--- src/rtl/sram_turn_scheduler_if.sv ---
// rtl/sram_turn_scheduler_if.sv - CPU/video request inputs and SRAM turn/status outputs of the scheduler
interface sram_turn_scheduler_if #(
    parameter int WINDOW = 8
);
    localparam int PW = $clog2(WINDOW);

    logic          vid_active;
    logic          mreq_n;
    logic          rfsh_n;
    logic          stat_clr;
    logic          whichturn;
    logic          cpu_wait_n;
    logic [15:0]   wait_cnt;
    logic          overrun;
    logic [PW-1:0] phase;

    modport master (
        output vid_active, mreq_n, rfsh_n, stat_clr,
        input  whichturn, cpu_wait_n, wait_cnt, overrun, phase
    );

    modport slave (
        input  vid_active, mreq_n, rfsh_n, stat_clr,
        output whichturn, cpu_wait_n, wait_cnt, overrun, phase
    );
endinterface

--- src/rtl/sram_turn_scheduler.sv ---
// rtl/sram_turn_scheduler.sv - Time-slices one SRAM between video fetch and CPU accesses, video first
module sram_turn_scheduler #(
    parameter int WINDOW      = 8,
    parameter int ASIC_PHASES = 4,
    parameter int ACC_LEN     = 3
) (
    input  logic                  clk,
    input  logic                  rst,
    sram_turn_scheduler_if.slave  bus
);
    localparam int             PW         = $clog2(WINDOW);
    localparam logic [PW-1:0]  LAST_PHASE = PW'(WINDOW - 1);
    localparam logic [PW-1:0]  ASIC_END   = PW'(ASIC_PHASES);
    localparam logic [PW:0]    WIN_W      = (PW+1)'(WINDOW);
    localparam logic [PW:0]    ACC_W      = (PW+1)'(ACC_LEN);

    typedef enum logic [1:0] {IDLE, WAITING, GRANTED} state_t;

    state_t        state, state_next;
    logic [PW-1:0] phase, phase_next;
    logic          vid_active_l, vid_active_l_next;
    logic          whichturn, whichturn_next;
    logic          cpu_wait_n;
    logic          overrun;
    logic [15:0]   wait_cnt;
    logic          cpu_req;
    logic          can_start;
    logic [PW:0]   remain;

    // whichturn is registered from next-cycle phase so it changes together with phase.
    always_comb begin
        phase_next        = phase + PW'(1);
        vid_active_l_next = (phase == LAST_PHASE) ? bus.vid_active : vid_active_l;
        whichturn_next    = vid_active_l_next && (phase_next < ASIC_END);
        cpu_req           = !bus.mreq_n && bus.rfsh_n;
        remain            = WIN_W - {1'b0, phase};
        can_start         = (!vid_active_l || (phase >= ASIC_END)) && (remain >= ACC_W);
    end

    always_comb begin
        state_next = state;
        unique case (state)
            IDLE: begin
                if (cpu_req) state_next = can_start ? GRANTED : WAITING;
            end
            WAITING: begin
                if (!cpu_req)      state_next = IDLE;
                else if (can_start) state_next = GRANTED;
            end
            GRANTED: begin
                if (!cpu_req) state_next = IDLE;
            end
            default: state_next = IDLE;
        endcase
    end

    always_ff @(posedge clk or posedge rst) begin
        if (rst) begin
            state        <= IDLE;
            phase        <= '0;
            vid_active_l <= 1'b0;
            whichturn    <= 1'b0;
            cpu_wait_n   <= 1'b1;
        end else begin
            state        <= state_next;
            phase        <= phase_next;
            vid_active_l <= vid_active_l_next;
            whichturn    <= whichturn_next;
            cpu_wait_n   <= (state_next != WAITING);
        end
    end

    // Overrun marks video reclaiming the SRAM while a CPU access still holds its grant.
    always_ff @(posedge clk or posedge rst) begin
        if (rst) begin
            wait_cnt <= '0;
            overrun  <= 1'b0;
        end else if (bus.stat_clr) begin
            wait_cnt <= '0;
            overrun  <= 1'b0;
        end else begin
            if ((state == WAITING) && (wait_cnt != 16'hFFFF)) wait_cnt <= wait_cnt + 16'd1;
            if ((state == GRANTED) && whichturn_next && !whichturn) overrun <= 1'b1;
        end
    end

    assign bus.whichturn  = whichturn;
    assign bus.cpu_wait_n = cpu_wait_n;
    assign bus.wait_cnt   = wait_cnt;
    assign bus.overrun    = overrun;
    assign bus.phase      = phase;
endmodule
--- src/flat_wrapper.sv ---
// flat-port wrapper written by rule: the top's interface ports become plain ports
module sram_turn_scheduler_flat 
#(
    parameter int WINDOW      = 8,
    parameter int ASIC_PHASES = 4,
    parameter int ACC_LEN     = 3
)
  (clk, rst, bus_vid_active, bus_mreq_n, bus_rfsh_n, bus_stat_clr, bus_whichturn, bus_cpu_wait_n, bus_wait_cnt, bus_overrun, bus_phase);
  sram_turn_scheduler_if #(.WINDOW(WINDOW)) bus_i ();
  input  logic clk;
  input  logic rst;
  input wire logic [$bits(bus_i.vid_active)-1:0] bus_vid_active;
  input wire logic [$bits(bus_i.mreq_n)-1:0] bus_mreq_n;
  input wire logic [$bits(bus_i.rfsh_n)-1:0] bus_rfsh_n;
  input wire logic [$bits(bus_i.stat_clr)-1:0] bus_stat_clr;
  output wire logic [$bits(bus_i.whichturn)-1:0] bus_whichturn;
  output wire logic [$bits(bus_i.cpu_wait_n)-1:0] bus_cpu_wait_n;
  output wire logic [$bits(bus_i.wait_cnt)-1:0] bus_wait_cnt;
  output wire logic [$bits(bus_i.overrun)-1:0] bus_overrun;
  output wire logic [$bits(bus_i.phase)-1:0] bus_phase;
  assign bus_i.vid_active = bus_vid_active;
  assign bus_i.mreq_n = bus_mreq_n;
  assign bus_i.rfsh_n = bus_rfsh_n;
  assign bus_i.stat_clr = bus_stat_clr;
  assign bus_whichturn = bus_i.whichturn;
  assign bus_cpu_wait_n = bus_i.cpu_wait_n;
  assign bus_wait_cnt = bus_i.wait_cnt;
  assign bus_overrun = bus_i.overrun;
  assign bus_phase = bus_i.phase;
  sram_turn_scheduler #(.WINDOW(WINDOW), .ASIC_PHASES(ASIC_PHASES), .ACC_LEN(ACC_LEN)) u_core (.clk(clk), .rst(rst), .bus(bus_i));
endmodule
--- config.mk ---
export PLATFORM = sky130hd
export DESIGN_NAME = sram_turn_scheduler_flat
export DESIGN_NICKNAME = d
export VERILOG_FILES = /design/src/rtl/sram_turn_scheduler_if.sv /design/src/rtl/sram_turn_scheduler.sv /design/src/flat_wrapper.sv
export SDC_FILE = /design/constraint.sdc
export NUM_CORES = 1
export LEC_CHECK = 0
export CAP_MARGIN = 15
export CELL_PAD_IN_SITES_DETAIL_PLACEMENT = 0
export CELL_PAD_IN_SITES_GLOBAL_PLACEMENT = 1
export CORE_ASPECT_RATIO = 1.5
export CORE_MARGIN = 2
export CORE_UTILIZATION = 39
export CTS_BUF_LIST = sky130_fd_sc_hd__clkbuf_8 sky130_fd_sc_hd__clkbuf_16
export CTS_CLUSTER_DIAMETER = 80
export DETAILED_ROUTE_END_ITERATION = 8
export GPL_TIMING_DRIVEN = 0
export PLACE_DENSITY = 0.82
export SLEW_MARGIN = 10
export SYNTH_ARGS = -nofsm -noshare
export SYNTH_HDL_FRONTEND = slang
export SYNTH_SLANG_ARGS = --single-unit
--- constraint.sdc ---
create_clock -name clk -period 4.52 [get_ports clk]
set_input_delay 1.13 -clock clk [delete_from_list [all_inputs] [get_ports clk]]
set_output_delay 1.13 -clock clk [all_outputs]
set_load 0.005 [all_outputs]
==> results of run 1 <==
final timing paths:
kind	startpoint	endpoint	slack, ns	depth (start not counted)
max in group asynchronous	rst	u_core.bus.wait_cnt[13]	2.57	2
worst max-delay path	u_core.bus.wait_cnt[2]	bus_wait_cnt[2]	2.09	1
worst min-delay path	u_core.bus.overrun	u_core.bus.overrun	0.53	2
worst max register to register	u_core.bus.wait_cnt[0]	u_core.bus.wait_cnt[0]	2.46	6
min in group asynchronous	rst	u_core.vid_active_l	1.36	2
worst min register to register	u_core.bus.overrun	u_core.bus.overrun	0.53	2
kinds of logic (layout without fill, tap and decap cells):
kind of cell | Yosys count | in the layout
buffers and inverters | 11 | 42
and+or+nand+nor | 55 | 55
muxes | 4 | 4
AOI/OAI and AO/OA | 31 | 31
adders and majority gates | 5 | 5
DFF | 25 | 25
per-layer routing:
layer | GRT usage | wire length [um]
met1 | 0.192 | 1150
met2 | 0.348 | 1680
met3 | 0.0278 | 110
met4 | 0.0789 | 59
met5 | 0 | 0
cell type report:
type	instances	area, sq um	area share
plain buffers	4	16.3	0.00972
multi-input cells	95	638	0.381
repair buffers	27	270	0.161
inverters	7	26.3	0.0157
clock inverters	1	5.00	0.00299
flip-flops and latches	25	627	0.374
clock buffers	3	41.3	0.0247
well taps	40	50.0	0.0299
state kept, by name, summed over array words and instances, names as in the netlist:
register / flops
u_core.bus.cpu_wait_n: 1
u_core.bus.phase: 3
u_core.vid_active_l: 1
u_core.state: 2
u_core.bus.whichturn: 1
u_core.bus.overrun: 1
u_core.bus.wait_cnt: 16
metrics by stage:
step	power (mW)	instances	cell area, sq um	util	hold WS [ns]
5_1_grt	0.407	202	1670	0.525	0.586
3_5_place_dp	0.257	198	1630	0.510	0.516
4_1_cts	0.393	202	1670	0.525	0.538
3_3_place_gp	0.256	198	1630	0.510	0.484
2_1_floorplan	0.245	131	1310	-	0.486
6_report	0.387	202	1670	0.525	0.526
report_power, final:
group	leakage (nW)	switching [mW]	internal, mW	total [mW]
sequential	0.336	0.00252	0.226	0.229
combinational	0.291	0.0118	0.0106	0.0224
clock	0.0255	0.0737	0.0618	0.136
total	0.652	0.0880	0.299	0.387
cells in the final DEF, fill, tap and decap left out, types with 2 or more instances in the layout:
| cell type | n |
|---|---|
| nand2_1 | 7 |
| nand2b_1 | 5 |
| o21ai_0 | 4 |
| clkbuf_8 | 3 |
| dfrtp_1 | 24 |
| or4_1 | 10 |
| nor3_1 | 2 |
| clkbuf_1 | 3 |
| nand3_1 | 6 |
| nor2b_1 | 3 |
| inv_1 | 7 |
| clkdlybuf4s50_1 | 27 |
| ha_1 | 5 |
| nand4_1 | 3 |
| or3_1 | 4 |
| a21oi_1 | 15 |
| o31ai_1 | 9 |
| mux2_2 | 3 |
| nor2_1 | 6 |
synthesized netlist by cell type:
cell type   n
nand3_1     6
nor4_1      1
or2_2       1
o41ai_1     1
o31ai_1     9
a21oi_1    15
nor3_1      2
a311o_1     1
nand4b_1    1
clkbuf_1    3
and4_1      1
or4_4       1
or3_1       4
buf_2       1
nor2_1      6
dfstp_2     1
and4b_1     1
inv_1       7
nand4_1     3
nor4_2      1
nor2b_1     3
mux2_2      3
o21ai_0     4
or4_1      10
ha_1        5
nand2_1     7
nand2b_1    5
a21o_1      1
mux2i_1     1
nor4b_1     1
nand4_2     1
dfrtp_1    24
tightest hold or removal path: cells and delay by family (launching register included):
family             cells  cell delay [ns]
DFF                    1             0.36
and+or+nand+nor        1             0.08
AOI/OAI and AO/OA      1             0.05
==> impl_metrics.tcl, run 1 <==
set metrics [dict create \
    ys_ff_latch 25 \
    die_area_sq_mm 0.00384 \
    outcome "complete, no violations" \
    grt_use_total 0.181 \
    cts_tree "done" \
    vias_per_cell 5.73 \
    synthDistinctLibCells 32 \
    cts_setup_buffers 0 \
    cts_root_buf "clkbuf_8" \
    startpoint_type "register" \
    grt_antenna_before_repair 0 \
    synth_xor_area_frac 0 \
    synth_fa_ha_area_frac 0.0478 \
    synth_area_sq_mm 0.00131 \
    gp_congestion 0.814 \
    dr.pass1.iters 4 \
    ctsResizeCount 0 \
    grt_pass1_vias 1163 \
    nNetsFinal 174 \
    routed_wirelength_um 3000 \
    synth_area_per_cell_sq_um 9.98 \
    cts_max_level 1 \
    drtIter0Drc 38 \
    start_util 0.410 \
    slowest_stage "clkdlybuf4s50_1" \
    setup_viol 0 \
    rows 25 \
    synth_compound_area_frac 0.144 \
    holdCritPathClass "register to register" \
    grt_start_max_net_pins 26 \
    cts.clk_slew.worst_paths_ns 0.09 \
    fin_ws_ns 2.09 \
    drive_gt1_frac 0.0802 \
    fill_cells 305 \
    synth_top_family_by_area "simple AND/OR/NAND/NOR gates" \
    die_w_um 51.3 \
    diodes 0 \
    critPathMaxStageDelay_ns 0.55 \
    crit_required_ns 3.39 \
    num_vias 1158 \
    pin_count 28 \
    numCtsBuffers 3 \
    crit_family "buffers and inverters" \
    relSlewSlack 0.361 \
    synth_area_leaders "dfrtp_1 46%, a21oi_1 5.7%, or4_1 5.7%" \
    syn_to_final_growth_pct 28.0 \
    post-route-period-util 0.538 \
    synth_warnings 0 \
    vdd_drop_max_uv 156 \
    portBuffers 27 \
    max-clock-path-buffers 2 \
    pre_cts_slack_ns 1.86 \
    power_leakage_nw 0.652 \
    powerDensity_mw_per_mm2 231 \
    clock_skew_ns 0.00641 \
    synth_mux_area_frac 0.0335 \
    syn_inst 131 \
    syn-num-nets 142 \
    maxSlewViolCount 0 \
    post-route-drc-count 0 \
    cp_max_fo 7 \
    worst-path-buf-inv 1 \
    wl_per_cell_um 14.9 \
    cp-end-kind "output port" \
    hpwl_um 2250 \
    grt_overflow_total 0 \
    yosys.area.top_type "dfrtp_1" \
    die_h_um 74.9 \
    postCtsHoldBufs 0 \
    core_sq_mm 0.00319 \
    grt_pass1_wl_um 5190 \
    tightest_slew_ns 0.957 \
    setup_tns_ns 0 \
    yosysTopAreaCellShare 0.459 \
    clk_latency_ns 0.27 \
    crit_path_cell_trace "clkdlybuf4s50_1" \
    cts.sinks 25 \
    crit_type "register to output port" \
    maxCapViolations 0 \
    rsz0062_at_grt "no" \
    hold_violations 0 \
    fmax_ghz 0.411 \
    synthSimpleGateAreaFrac 0.262 \
    ant_nets 0 \
    worstPathArrival_ns 1.30 \
    min_period_ns 2.43 \
    synth_seq_area_share 0.479 \
]
No activity file was read; power rests on OpenSTA's default activity.
==> run 2: changes to the inputs <==
--- a/config.mk
+++ b/config.mk
@@ -10,12 +10,12 @@
 export CELL_PAD_IN_SITES_GLOBAL_PLACEMENT = 1
 export CORE_ASPECT_RATIO = 1.5
 export CORE_MARGIN = 2
-export CORE_UTILIZATION = 39
+export CORE_UTILIZATION = 34
 export CTS_BUF_LIST = sky130_fd_sc_hd__clkbuf_8 sky130_fd_sc_hd__clkbuf_16
 export CTS_CLUSTER_DIAMETER = 80
 export DETAILED_ROUTE_END_ITERATION = 8
 export GPL_TIMING_DRIVEN = 0
-export PLACE_DENSITY = 0.82
+export PLACE_DENSITY = 0.76
 export SLEW_MARGIN = 10
 export SYNTH_ARGS = -nofsm -noshare
 export SYNTH_HDL_FRONTEND = slang
==> constraint.sdc (replaced) <==
create_clock -name clk -period 2 [get_ports clk]
set_input_delay 0.5 -clock clk [delete_from_list [all_inputs] [get_ports clk]]
set_output_delay 0.5 -clock clk [all_outputs]
set_load 0.005 [all_outputs]
==> impl_metrics.tcl, run 2 (synthesis gave the netlist of run 1 again) <==
set metrics [dict create \
    outcome "complete, no violations" \
    dr.pass1.iters 4 \
    grt_use_total 0.148 \
    grt_pass1_vias 1102 \
    portBuffers 27 \
    tightest_slew_ns 0.965 \
    relSlewSlack 0.356 \
    setup_viol 0 \
    clk_latency_ns 0.27 \
    die_h_um 80.0 \
    place_area_sq_mm 0.00163 \
    routed_wirelength_um 2930 \
    cp-end-kind "register" \
    cts_root_buf "clkbuf_8" \
    final_common_cell "clkdlybuf4s50_1" \
    fmax_ghz 0.523 \
    cts_max_level 1 \
    reg.largest.list "u_core.bus.wait_cnt: 16 flops, u_core.bus.phase: 3 flops, u_core.state: 2 flops" \
    cp_max_fo 10 \
    maxSlewViolCount 0 \
    num_vias 1181 \
    holdCritPathClass "register to register" \
    core_sq_mm 0.00368 \
    crit_required_ns 2.16 \
    final_area_sq_mm 0.00173 \
    hpwl_um 2120 \
    largest_reg_flops 16 \
    drtIter0Drc 12 \
    clock_skew_ns 0.00427 \
    setup_tns_ns 0 \
    die_area_sq_mm 0.00437 \
    ant_nets 0 \
    maxCapViolations 0 \
    stdcell_count 207 \
    post-route-drc-count 0 \
    vdd_drop_max_uv 393 \
    cts_tree "done" \
    postCtsHoldBufs 0 \
    nNetsFinal 176 \
    grt_antenna_before_repair 0 \
    max-clock-path-buffers 2 \
    wl_per_cell_um 14.2 \
    die_w_um 54.6 \
    whs_ns 0.517 \
    crit_path_cell_trace "ha_1 > nand4_1 > nor3_1 > buf_2 > nor4_2 > mux2_2" \
    slowest_stage "dfrtp_2" \
    placed_cells 201 \
    grt_pass1_wl_um 4930 \
    drive_gt1_frac 0.134 \
    crit_family "simple AND/OR/NAND/NOR gates" \
    worstPathArrival_ns 2.07 \
    power_leakage_nw 0.687 \
    grt_start_max_net_pins 26 \
    critPathMaxStageDelay_ns 0.45 \
    layout_common_cells "27 x clkdlybuf4s50_1, 21 x dfrtp_1, 15 x a21oi_1, 10 x or4_1, 9 x o31ai_1" \
    numCtsBuffers 3 \
    diodes 0 \
    regMostFlops "u_core.bus.wait_cnt" \
    min_period_ns 1.91 \
    post-route-util 0.471 \
    power_mw 0.865 \
    cts.sinks 25 \
    syn_to_final_growth_pct 32.5 \
    cts.clk_slew.worst_paths_ns 0.09 \
    vias_per_cell 5.71 \
    pre_cts_slack_ns -0.0245 \
    startpoint_type "register" \
    post-route-period-util 0.956 \
    pin_count 28 \
    crit_type "register to register" \
    gp_congestion 0.720 \
    reg2reg_slack_ns 0.09 \
    start_util 0.355 \
    hold_violations 0 \
    powerDensity_mw_per_mm2 499 \
    rows 27 \
    fin_ws_ns 0.0875 \
    worst-path-buf-inv 1 \
    grt_overflow_total 0 \
]
## run 2: cell type report
class                      count  area (sq um)
buffer                         4          17.5
multi-input combinational     95           673
sequential                    25           631
clock buffer                   3          41.3
inverter                       7          26.3
fill                         361          1950
clock inverter                 1          5.00
timing repair buffer          29           285
tap                           43          53.8
## run 2: report_power, final
group,leakage (nW),internal [mW],switching [mW]
clock network,0.0255,0.139,0.157
logic,0.330,0.0239,0.0264
registers,0.331,0.512,0.00620
## run 2: final timing paths
path | start | end | depth (start not counted)
worst max-delay path | u_core.bus.wait_cnt[0] | u_core.bus.wait_cnt[13] | 6
worst min-delay path | u_core.bus.overrun | u_core.bus.overrun | 2
worst max register to register | u_core.bus.wait_cnt[0] | u_core.bus.wait_cnt[13] | 6
worst min register to register | u_core.bus.overrun | u_core.bus.overrun | 2
max in group asynchronous | rst | u_core.bus.wait_cnt[5] | 2
min in group asynchronous | rst | u_core.bus.phase[1] | 2
## run 2: repair_timing
| item | in CTS | in global routing |
|---|---|---|
| buffers inserted | 0 | 2 |
| endpoints found under the setup margin | 10 | 15 |
| gates resized for setup | 3 | 8 |
| pin swaps | 0 | 1 |
## run 2: layer usage
layer / up-vias / GRT usage / share of wire
met2: 31 / 0.239 / 0.51
met4: 0 / 0.0450 / 0.0085
met3: 4 / 0.0206 / 0.044
met5: - / 0 / 0
li1: 562 / - / -
met1: 584 / 0.200 / 0.43
## run 2: worst min-delay path, delay by kind of cell, from the launching register on
kind / cells / cell delay, ns
compound gates: 1 / 0.04
flops: 1 / 0.36
simple gates: 1 / 0.08
